## config.mk

```make
export PLATFORM = sky130hd
export DESIGN_NAME = round_addr_seq_flat
export DESIGN_NICKNAME = d
export VERILOG_FILES = /design/src/rtl/round_addr_seq_if.sv /design/src/rtl/round_addr_seq.sv /design/src/flat_wrapper.sv
export SDC_FILE = /design/constraint.sdc
export NUM_CORES = 1
export LEC_CHECK = 0
export CAP_MARGIN = 20
export CORE_AREA = 4 4 63 65
export CTS_BUF_LIST = sky130_fd_sc_hd__clkbuf_16
export DETAILED_ROUTE_END_ITERATION = 16
export DIE_AREA = 0 0 67 69
export PLACE_DENSITY = 0.83
export REMOVE_ABC_BUFFERS = 1
export SLEW_MARGIN = 20
export SYNTH_ARGS = -nofsm -noshare
export SYNTH_HDL_FRONTEND = slang
export SYNTH_SLANG_ARGS = --single-unit
```

## constraint.sdc

```tcl
create_clock -name clk_i -period 4.72 [get_ports clk_i]
set_input_delay 0.944 -clock clk_i [delete_from_list [all_inputs] [get_ports clk_i]]
set_output_delay 0.944 -clock clk_i [all_outputs]
set_load 0.02 [all_outputs]
```

## src/rtl/round_addr_seq_if.sv

```systemverilog
// Bus bundle for round_addr_seq.
// The control side (AES FSM or a bench) uses the master modport. It drives
// start/dir/first/last/enable/abort and observes the address and status outputs.
// The sequencer uses the slave modport.
//   start_i       start a run (sampled in IDLE only)
//   dir_i         0 = count up, 1 = count down (latched at start)
//   first_addr_i  first counter value (latched at start)
//   last_addr_i   final counter value (latched at start)
//   enable_i      issue/advance qualifier while running; 0 = stall
//   abort_i       terminate the run without a done pulse
//   addr_o        counter minus pipeline offset
//   addr_valid_o  addr_o is issued this cycle
//   busy_o        a run is in progress
//   done_o        one-cycle pulse after the last address
//   issued_o      addresses issued in the current/last run
interface round_addr_seq_if #(
  parameter int ADDR_WIDTH = 8
);
  logic                  start_i;
  logic                  dir_i;
  logic [ADDR_WIDTH-1:0] first_addr_i;
  logic [ADDR_WIDTH-1:0] last_addr_i;
  logic                  enable_i;
  logic                  abort_i;
  logic [ADDR_WIDTH-1:0] addr_o;
  logic                  addr_valid_o;
  logic                  busy_o;
  logic                  done_o;
  logic [ADDR_WIDTH:0]   issued_o;

  modport master (
    output start_i, dir_i, first_addr_i, last_addr_i, enable_i, abort_i,
    input  addr_o, addr_valid_o, busy_o, done_o, issued_o
  );

  modport slave (
    input  start_i, dir_i, first_addr_i, last_addr_i, enable_i, abort_i,
    output addr_o, addr_valid_o, busy_o, done_o, issued_o
  );
endinterface

```

## src/rtl/round_addr_seq.sv

```systemverilog
// round_addr_seq: bounded address sequencer for the AES round-key /
// instruction ROM port. It runs a counter from a latched first address to a
// latched last address, either up or down, with wrap-around modulo
// 2^ADDR_WIDTH. It supports stalls (enable_i low) and aborts, and emits a
// one-cycle done pulse after the last address. The output address lags the
// counter by PIPE_OFFSET, which keeps the ROM pipeline alignment of the
// older program counter.
// Ports:
//   clk_i  rising-edge clock
//   rst_i  asynchronous active-high reset
//   bus    round_addr_seq_if.slave (see interface header for signal list)
module round_addr_seq #(
  parameter int ADDR_WIDTH  = 8,
  parameter int PIPE_OFFSET = 2
) (
  input  logic             clk_i,
  input  logic             rst_i,
  round_addr_seq_if.slave  bus
);

  localparam logic [1:0] IDLE = 2'd0;
  localparam logic [1:0] RUN  = 2'd1;
  localparam logic [1:0] DONE = 2'd2;

  localparam logic [ADDR_WIDTH-1:0] OFFSET   = ADDR_WIDTH'(PIPE_OFFSET);
  localparam logic [ADDR_WIDTH-1:0] ONE      = ADDR_WIDTH'(1);
  localparam logic [ADDR_WIDTH:0]   ONE_WIDE = (ADDR_WIDTH + 1)'(1);

  logic [1:0]            state, state_n;
  logic [ADDR_WIDTH-1:0] cnt, cnt_n;
  logic [ADDR_WIDTH-1:0] last_q, last_n;
  logic                  dir_q, dir_n;
  logic [ADDR_WIDTH:0]   issued, issued_n;
  logic                  issue;

  // An address is issued only while running, enabled and not aborting.
  assign issue = (state == RUN) && bus.enable_i && !bus.abort_i;

  always_comb begin
    state_n  = state;
    cnt_n    = cnt;
    last_n   = last_q;
    dir_n    = dir_q;
    issued_n = issued;
    case (state)
      IDLE: begin
        // abort_i takes priority over start_i.
        if (bus.start_i && !bus.abort_i) begin
          state_n  = RUN;
          cnt_n    = bus.first_addr_i;
          last_n   = bus.last_addr_i;
          dir_n    = bus.dir_i;
          issued_n = '0;
        end
      end
      RUN: begin
        if (bus.abort_i) begin
          state_n = IDLE;
        end else if (bus.enable_i) begin
          issued_n = issued + ONE_WIDE;
          // The counter holds on the last address, so addr_o stays put through DONE.
          if (cnt == last_q) begin
            state_n = DONE;
          end else if (dir_q) begin
            cnt_n = cnt - ONE;
          end else begin
            cnt_n = cnt + ONE;
          end
        end
      end
      DONE: begin
        state_n = IDLE;
      end
      default: begin
        state_n = IDLE;
      end
    endcase
  end

  always_ff @(posedge clk_i or posedge rst_i) begin
    if (rst_i) begin
      state  <= IDLE;
      cnt    <= '0;
      last_q <= '0;
      dir_q  <= 1'b0;
      issued <= '0;
    end else begin
      state  <= state_n;
      cnt    <= cnt_n;
      last_q <= last_n;
      dir_q  <= dir_n;
      issued <= issued_n;
    end
  end

  // The subtraction wraps modulo 2^ADDR_WIDTH, so addr_o reads 2^W - OFFSET out of reset.
  assign bus.addr_o       = cnt - OFFSET;
  assign bus.addr_valid_o = issue;
  assign bus.busy_o       = (state == RUN);
  assign bus.done_o       = (state == DONE);
  assign bus.issued_o     = issued;

endmodule

```

## src/flat_wrapper.sv

```systemverilog
// flat-port wrapper written by rule: the top's interface ports become plain ports
module round_addr_seq_flat 
#(
  parameter int ADDR_WIDTH  = 8,
  parameter int PIPE_OFFSET = 2
)
  (clk_i, rst_i, bus_start_i, bus_dir_i, bus_first_addr_i, bus_last_addr_i, bus_enable_i, bus_abort_i, bus_addr_o, bus_addr_valid_o, bus_busy_o, bus_done_o, bus_issued_o);
  round_addr_seq_if #(.ADDR_WIDTH(ADDR_WIDTH)) bus_i ();
  input  logic clk_i;
  input  logic rst_i;
  input wire logic [$bits(bus_i.start_i)-1:0] bus_start_i;
  input wire logic [$bits(bus_i.dir_i)-1:0] bus_dir_i;
  input wire logic [$bits(bus_i.first_addr_i)-1:0] bus_first_addr_i;
  input wire logic [$bits(bus_i.last_addr_i)-1:0] bus_last_addr_i;
  input wire logic [$bits(bus_i.enable_i)-1:0] bus_enable_i;
  input wire logic [$bits(bus_i.abort_i)-1:0] bus_abort_i;
  output wire logic [$bits(bus_i.addr_o)-1:0] bus_addr_o;
  output wire logic [$bits(bus_i.addr_valid_o)-1:0] bus_addr_valid_o;
  output wire logic [$bits(bus_i.busy_o)-1:0] bus_busy_o;
  output wire logic [$bits(bus_i.done_o)-1:0] bus_done_o;
  output wire logic [$bits(bus_i.issued_o)-1:0] bus_issued_o;
  assign bus_i.start_i = bus_start_i;
  assign bus_i.dir_i = bus_dir_i;
  assign bus_i.first_addr_i = bus_first_addr_i;
  assign bus_i.last_addr_i = bus_last_addr_i;
  assign bus_i.enable_i = bus_enable_i;
  assign bus_i.abort_i = bus_abort_i;
  assign bus_addr_o = bus_i.addr_o;
  assign bus_addr_valid_o = bus_i.addr_valid_o;
  assign bus_busy_o = bus_i.busy_o;
  assign bus_done_o = bus_i.done_o;
  assign bus_issued_o = bus_i.issued_o;
  round_addr_seq #(.ADDR_WIDTH(ADDR_WIDTH), .PIPE_OFFSET(PIPE_OFFSET)) u_core (.clk_i(clk_i), .rst_i(rst_i), .bus(bus_i));
endmodule
```

== Word-level counts from Yosys, hierarchy flattened ==
Index checks and enable logic that the tools add are counted.

* Multiplexer cells: 15
* Reduce and logical (&&, ||, !) cells: 10
* Add/subtract/negate cells: 4
* Equality and inequality tests: 9

{| class="wikitable"
|+ Operators with widths
! cell !! count
|-
| two-way mux 8 bit || 5
|-
| two-way mux 9 bit || 3
|-
| case mux 9 bit (2 select lines) || 1
|-
| case mux 8 bit (2 select lines) || 1
|-
| adder 9 x 1 -> 9 bit (second input constant) || 1
|-
| adder 8 x 1 -> 8 bit (second input constant) || 1
|-
| == test 8 bit || 1
|-
| two-way mux 2 bit || 4
|-
| subtractor 8 x 1 -> 8 bit (second input constant) || 1
|-
| subtractor 8 x 2 -> 8 bit (second input constant) || 1
|-
| inequality test 2 bit (second input constant) || 3
|-
| AND reduction 5 bit || 1
|-
| case mux 2 bit (2 select lines) || 1
|-
| AND reduction 4 bit || 1
|-
| logical AND 1 bit || 3
|-
| inequality test 3 x 2 -> 1 bit (second input constant) || 1
|-
| inequality test 3 bit (second input constant) || 1
|-
| AND reduction 3 bit || 1
|-
| == test 2 x 1 -> 1 bit (second input constant) || 1
|-
| == test 2 bit (second input constant) || 1
|-
| logical NOT 2 bit || 1
|-
| inequality test 2 x 1 -> 1 bit (second input constant) || 1
|-
| AND reduction 2 bit || 1
|-
| nonzero test 2 bit || 1
|-
| logical NOT 1 bit || 1
|}

* Output and inout port bits: 20
* Bits in registers: 28
* Bits of input ports: 22
* Logic and storage cells: 43

== Depth between registers and ports, before layout ==
* Word-level depth: 6
* Depth in mapped cells: 7
* Gate-level depth less buffers: 7

== Least setup slack after synthesis ==
No wires, ideal clock.

* Kind: input to output
* Start point: input bus_enable_i
* End point: output bus_addr_valid_o
* Cell stages on the path: 4
* Path slack: 2260 ps
* Path buffers: 0
* Data arrival time: 1516 ps
* Data required time: 3776 ps
* Path through: nand2_2 -> a211oi_4 -> nand2_2 -> clkinv_2

* Word-level cells in the longest chain between the ends: 2

{| class="wikitable"
|+ Ends and longest elaborated chain
! element !! RTL line !! source
|-
| start: declaration || flat_wrapper.sv:15 || <nowiki>input wire logic [$bits(bus_i.enable_i)-1:0] bus_enable_i;</nowiki>
|-
| logical AND 1 bit (2 in a row) || round_addr_seq.sv:37 || <nowiki>assign issue = (state == RUN) && bus.enable_i && !bus.abort_i;</nowiki>
|-
| end: declaration || flat_wrapper.sv:18 || <nowiki>output wire logic [$bits(bus_i.addr_valid_o)-1:0] bus_addr_valid_o;</nowiki>
|}

No other way between the ends.

== Worst setup path after layout ==
Same ends and word-level chain as after synthesis.

==> results.json <==
{
  "avgSynthCellArea_sq_um": 8.83,
  "cts.repair.resized": 0,
  "tns_ns": 0,
  "postPlaceCellArea_sq_mm": 0.00225,
  "drive_above_1_share": 0.0697,
  "ant_nets": 0,
  "grt_pass1_wl_mm": 7.49,
  "rr_worst_depth": 6,
  "dr.pass1.iters": 4,
  "drt_wl_total_mm": 4.47,
  "synth.distinct_cells": 50,
  "syn_area_sq_mm": 0.00180,
  "cellPowerDensity_mw_per_mm2": 474,
  "boundaryPins": 42,
  "hp-class": "reg -> reg",
  "antenna_cells": 0,
  "yosysWarnings": 0,
  "die_h_um": 69,
  "hold_viol": 0,
  "reg2reg_from": "u_core.dir_q",
  "rsz0062_at_grt": "no",
  "path_clk_slew_ns": 0.07,
  "cp.arrival_ns": 2.69,
  "synth_edf_count": 0,
  "swShare": 0.378,
  "grt_max_degree": 29,
  "postCtsSetupBuffers": 0,
  "finClkSkew_ns": 0.00223,
  "coreArea_sq_mm": 0.00334,
  "max_freq_ghz": 0.275,
  "async_reset_ff_frac": 1.00,
  "io_buffers": 41,
  "clockPowerShare": 0.226,
  "drcViolationCount": 0,
  "clock-sinks": 28,
  "combPwrFrac": 0.460,
  "drtIter0Drc": 70,
  "nets": 276,
  "crit_end": "bus_addr_valid_o",
  "p_switching_uw": 422,
  "overflow": 0,
  "end_kind": "primary output",
  "cts-root-buf": "clkbuf_16",
  "routed_via_density": 5.56,
  "die_area_sq_mm": 0.00462,
  "pwr-share-seq": 0.314,
  "internal-power_uw": 694,
  "dr_total_vias": 1612,
  "maxCapViolCount": 0,
  "hp-start": "u_core.bus.issued_o[8]",
  "worst-r2r-setup-slack_ns": 2.60,
  "dp_hpwl_mm": 3.25,
  "initial_core_util": 0.540,
  "leakagePower_nw": 1.05,
  "gp_congestion": 0.839,
  "crit_fanout": 7,
  "yosysSeqAreaShare": 0.389,
  "slew_viol_final": 0,
  "tightestPinTransition_ns": 1.08,
  "grtUsageTotal": 0.205,
  "cts_tree": "yes",
  "cts_max_level": 1,
  "numCtsBuffers": 3,
  "yosys_register_bits": 28,
  "critical_path.startpoint": "bus_enable_i",
  "avgRoutedWirePerCell_um": 15.4,
  "slew_headroom": 0.278,
  "critPathKind": "in -> out",
  "antenna_found_initial": 0,
  "grt_pass1_vias": 1684,
  "cts_max_path_buffers": 2,
  "setup_viol": 0,
  "clk_latency_ns": 0.26,
  "synth_ff_type": "dfrtp_1",
  "synthCells": 204,
  "nFillCells": 266,
  "finalCriticalPeriod_ns": 3.63,
  "final.period_utilization": 0.770,
  "postCtsHoldBufs": 0,
  "stdcell_area_sq_mm": 0.00235,
  "ir_drop_v": 0.000323,
  "crit_required_ns": 3.78,
  "rr_endpoint": "u_core.cnt[6]",
  "area_delta_synth_final_pct": 30.6,
  "startpoint_type": "primary input",
  "die_x_um": 67,
  "rows": 21,
  "status": "finished clean"
}
## power groups by stage
stage	Sequential [mW]	Clock (mW)	Combinational, mW
2_1_floorplan	0.341	0	0.338
3_3_place_gp	0.353	0	0.496
3_5_place_dp	0.354	0	0.504
4_1_cts	0.350	0.252	0.512
5_1_grt	0.356	0.263	0.563
6_report	0.350	0.253	0.513
## worst min path at each step
| stage | end | slack (ns) | depth (start not counted) |
|---|---|---|---|
| 3_3_place_gp | u_core.bus.issued_o[8] | 0.46 | 1 |
| 3_5_place_dp | u_core.bus.issued_o[8] | 0.48 | 1 |
| 4_1_cts | u_core.bus.issued_o[8] | 0.48 | 1 |
| 5_1_grt | u_core.bus.issued_o[8] | 0.52 | 1 |
| 6_report | u_core.bus.issued_o[8] | 0.48 | 1 |
| 2_1_floorplan | u_core.last_q[0] | 0.47 | 2 |
## layout make-up
cell class                      count  area (sq um)  share of cell area
Multi-Input combinational cell    161          1040               0.441
Tap cell                           46          57.6              0.0245
Inverter                           10          41.3              0.0176
Clock inverter                      1          30.0              0.0128
Sequential cell                    28           701               0.298
Clock buffer                        3          75.1              0.0319
Timing Repair Buffer               41           410               0.174
## state kept, by name, indices dropped and copies added (netlist names)
| signal | count |
|---|---|
| u_core.bus.issued_o | 9 |
| u_core.cnt | 8 |
| u_core.last_q | 8 |
| u_core.state | 2 |
| u_core.dir_q | 1 |
## per-stage QoR
step	power [mW]	std cells	util	setup WS (ns)	hold slack [ns]
after CTS	1.11	290	0.705	1.09	0.484
after detailed placement	0.858	286	0.673	1.09	0.478
after floorplan	0.679	199	-	2.26	0.467
final	1.12	290	0.705	1.09	0.482
after global placement	0.849	286	0.673	1.11	0.465
after global routing	1.18	290	0.705	1.00	0.517
## logic make-up (layout without fill, tap and decap cells)
family          count (synthesis)  after routing  share of synthesized area
mux                             2              2                     0.0111
simple gates                   91             91                      0.244
xor+xnor                       18             18                     0.0875
flops                          28             28                      0.389
fa+ha+maj                       9              9                     0.0667
compound gates                 41             41                      0.163
buf+inv                        15             55                     0.0382
## critical path: stages
cell	delay, ns
clkdlybuf4s50_1	0.49
nand2_2	0.08
a211oi_4	0.31
nand2_2	0.13
clkinv_2	0.12
clkdlybuf4s50_1	0.61
## Yosys cell counts, types with 2 or more instances
library cell,n,area share
a211o_1,2,0.0097
a21o_1,3,0.012
a21oi_1,4,0.011
and2_1,2,0.0069
and3_1,3,0.010
and4_1,2,0.0097
buf_4,2,0.0083
clkbuf_1,2,0.0042
dfrtp_1,28,0.39
ha_1,8,0.056
inv_1,8,0.017
mux2i_1,2,0.011
nand2_1,42,0.087
nand2_2,2,0.0069
nand3_1,5,0.014
nand4_1,6,0.021
nor2_1,16,0.033
nor2b_1,2,0.0069
nor3_1,4,0.011
o21ai_0,14,0.039
o31ai_1,2,0.0083
xnor2_1,12,0.058
xor2_1,6,0.029
## layout by cell type, fill, tap and decap left out, drive strengths merged, types with 2 or more instances in the layout
cell,synthesis,layout
nor2,16,16
and3,3,3
and2,2,2
ha,8,8
clkdlybuf4s50,0,41
a21o,3,3
xor2,6,6
o21ai,14,14
o31ai,2,2
nor2b,2,2
clkbuf,2,3
dfrtp,28,28
a211oi,2,2
nor3,4,4
inv,9,9
a31oi,2,2
xnor2,12,12
nand3,6,6
nand4,6,6
mux2i,2,2
a211o,2,2
and4,3,3
nand2,44,44
a21oi,5,5
## layer usage
layer  GRT usage  wire, um  vias up
met5           0         0        -
met4      0.0743        76        0
met3      0.0244       258        8
met2       0.334      2150       56
met1       0.276      1980      755
li1            -         -      793
Note: power is estimated with default switching activity, not from simulation.
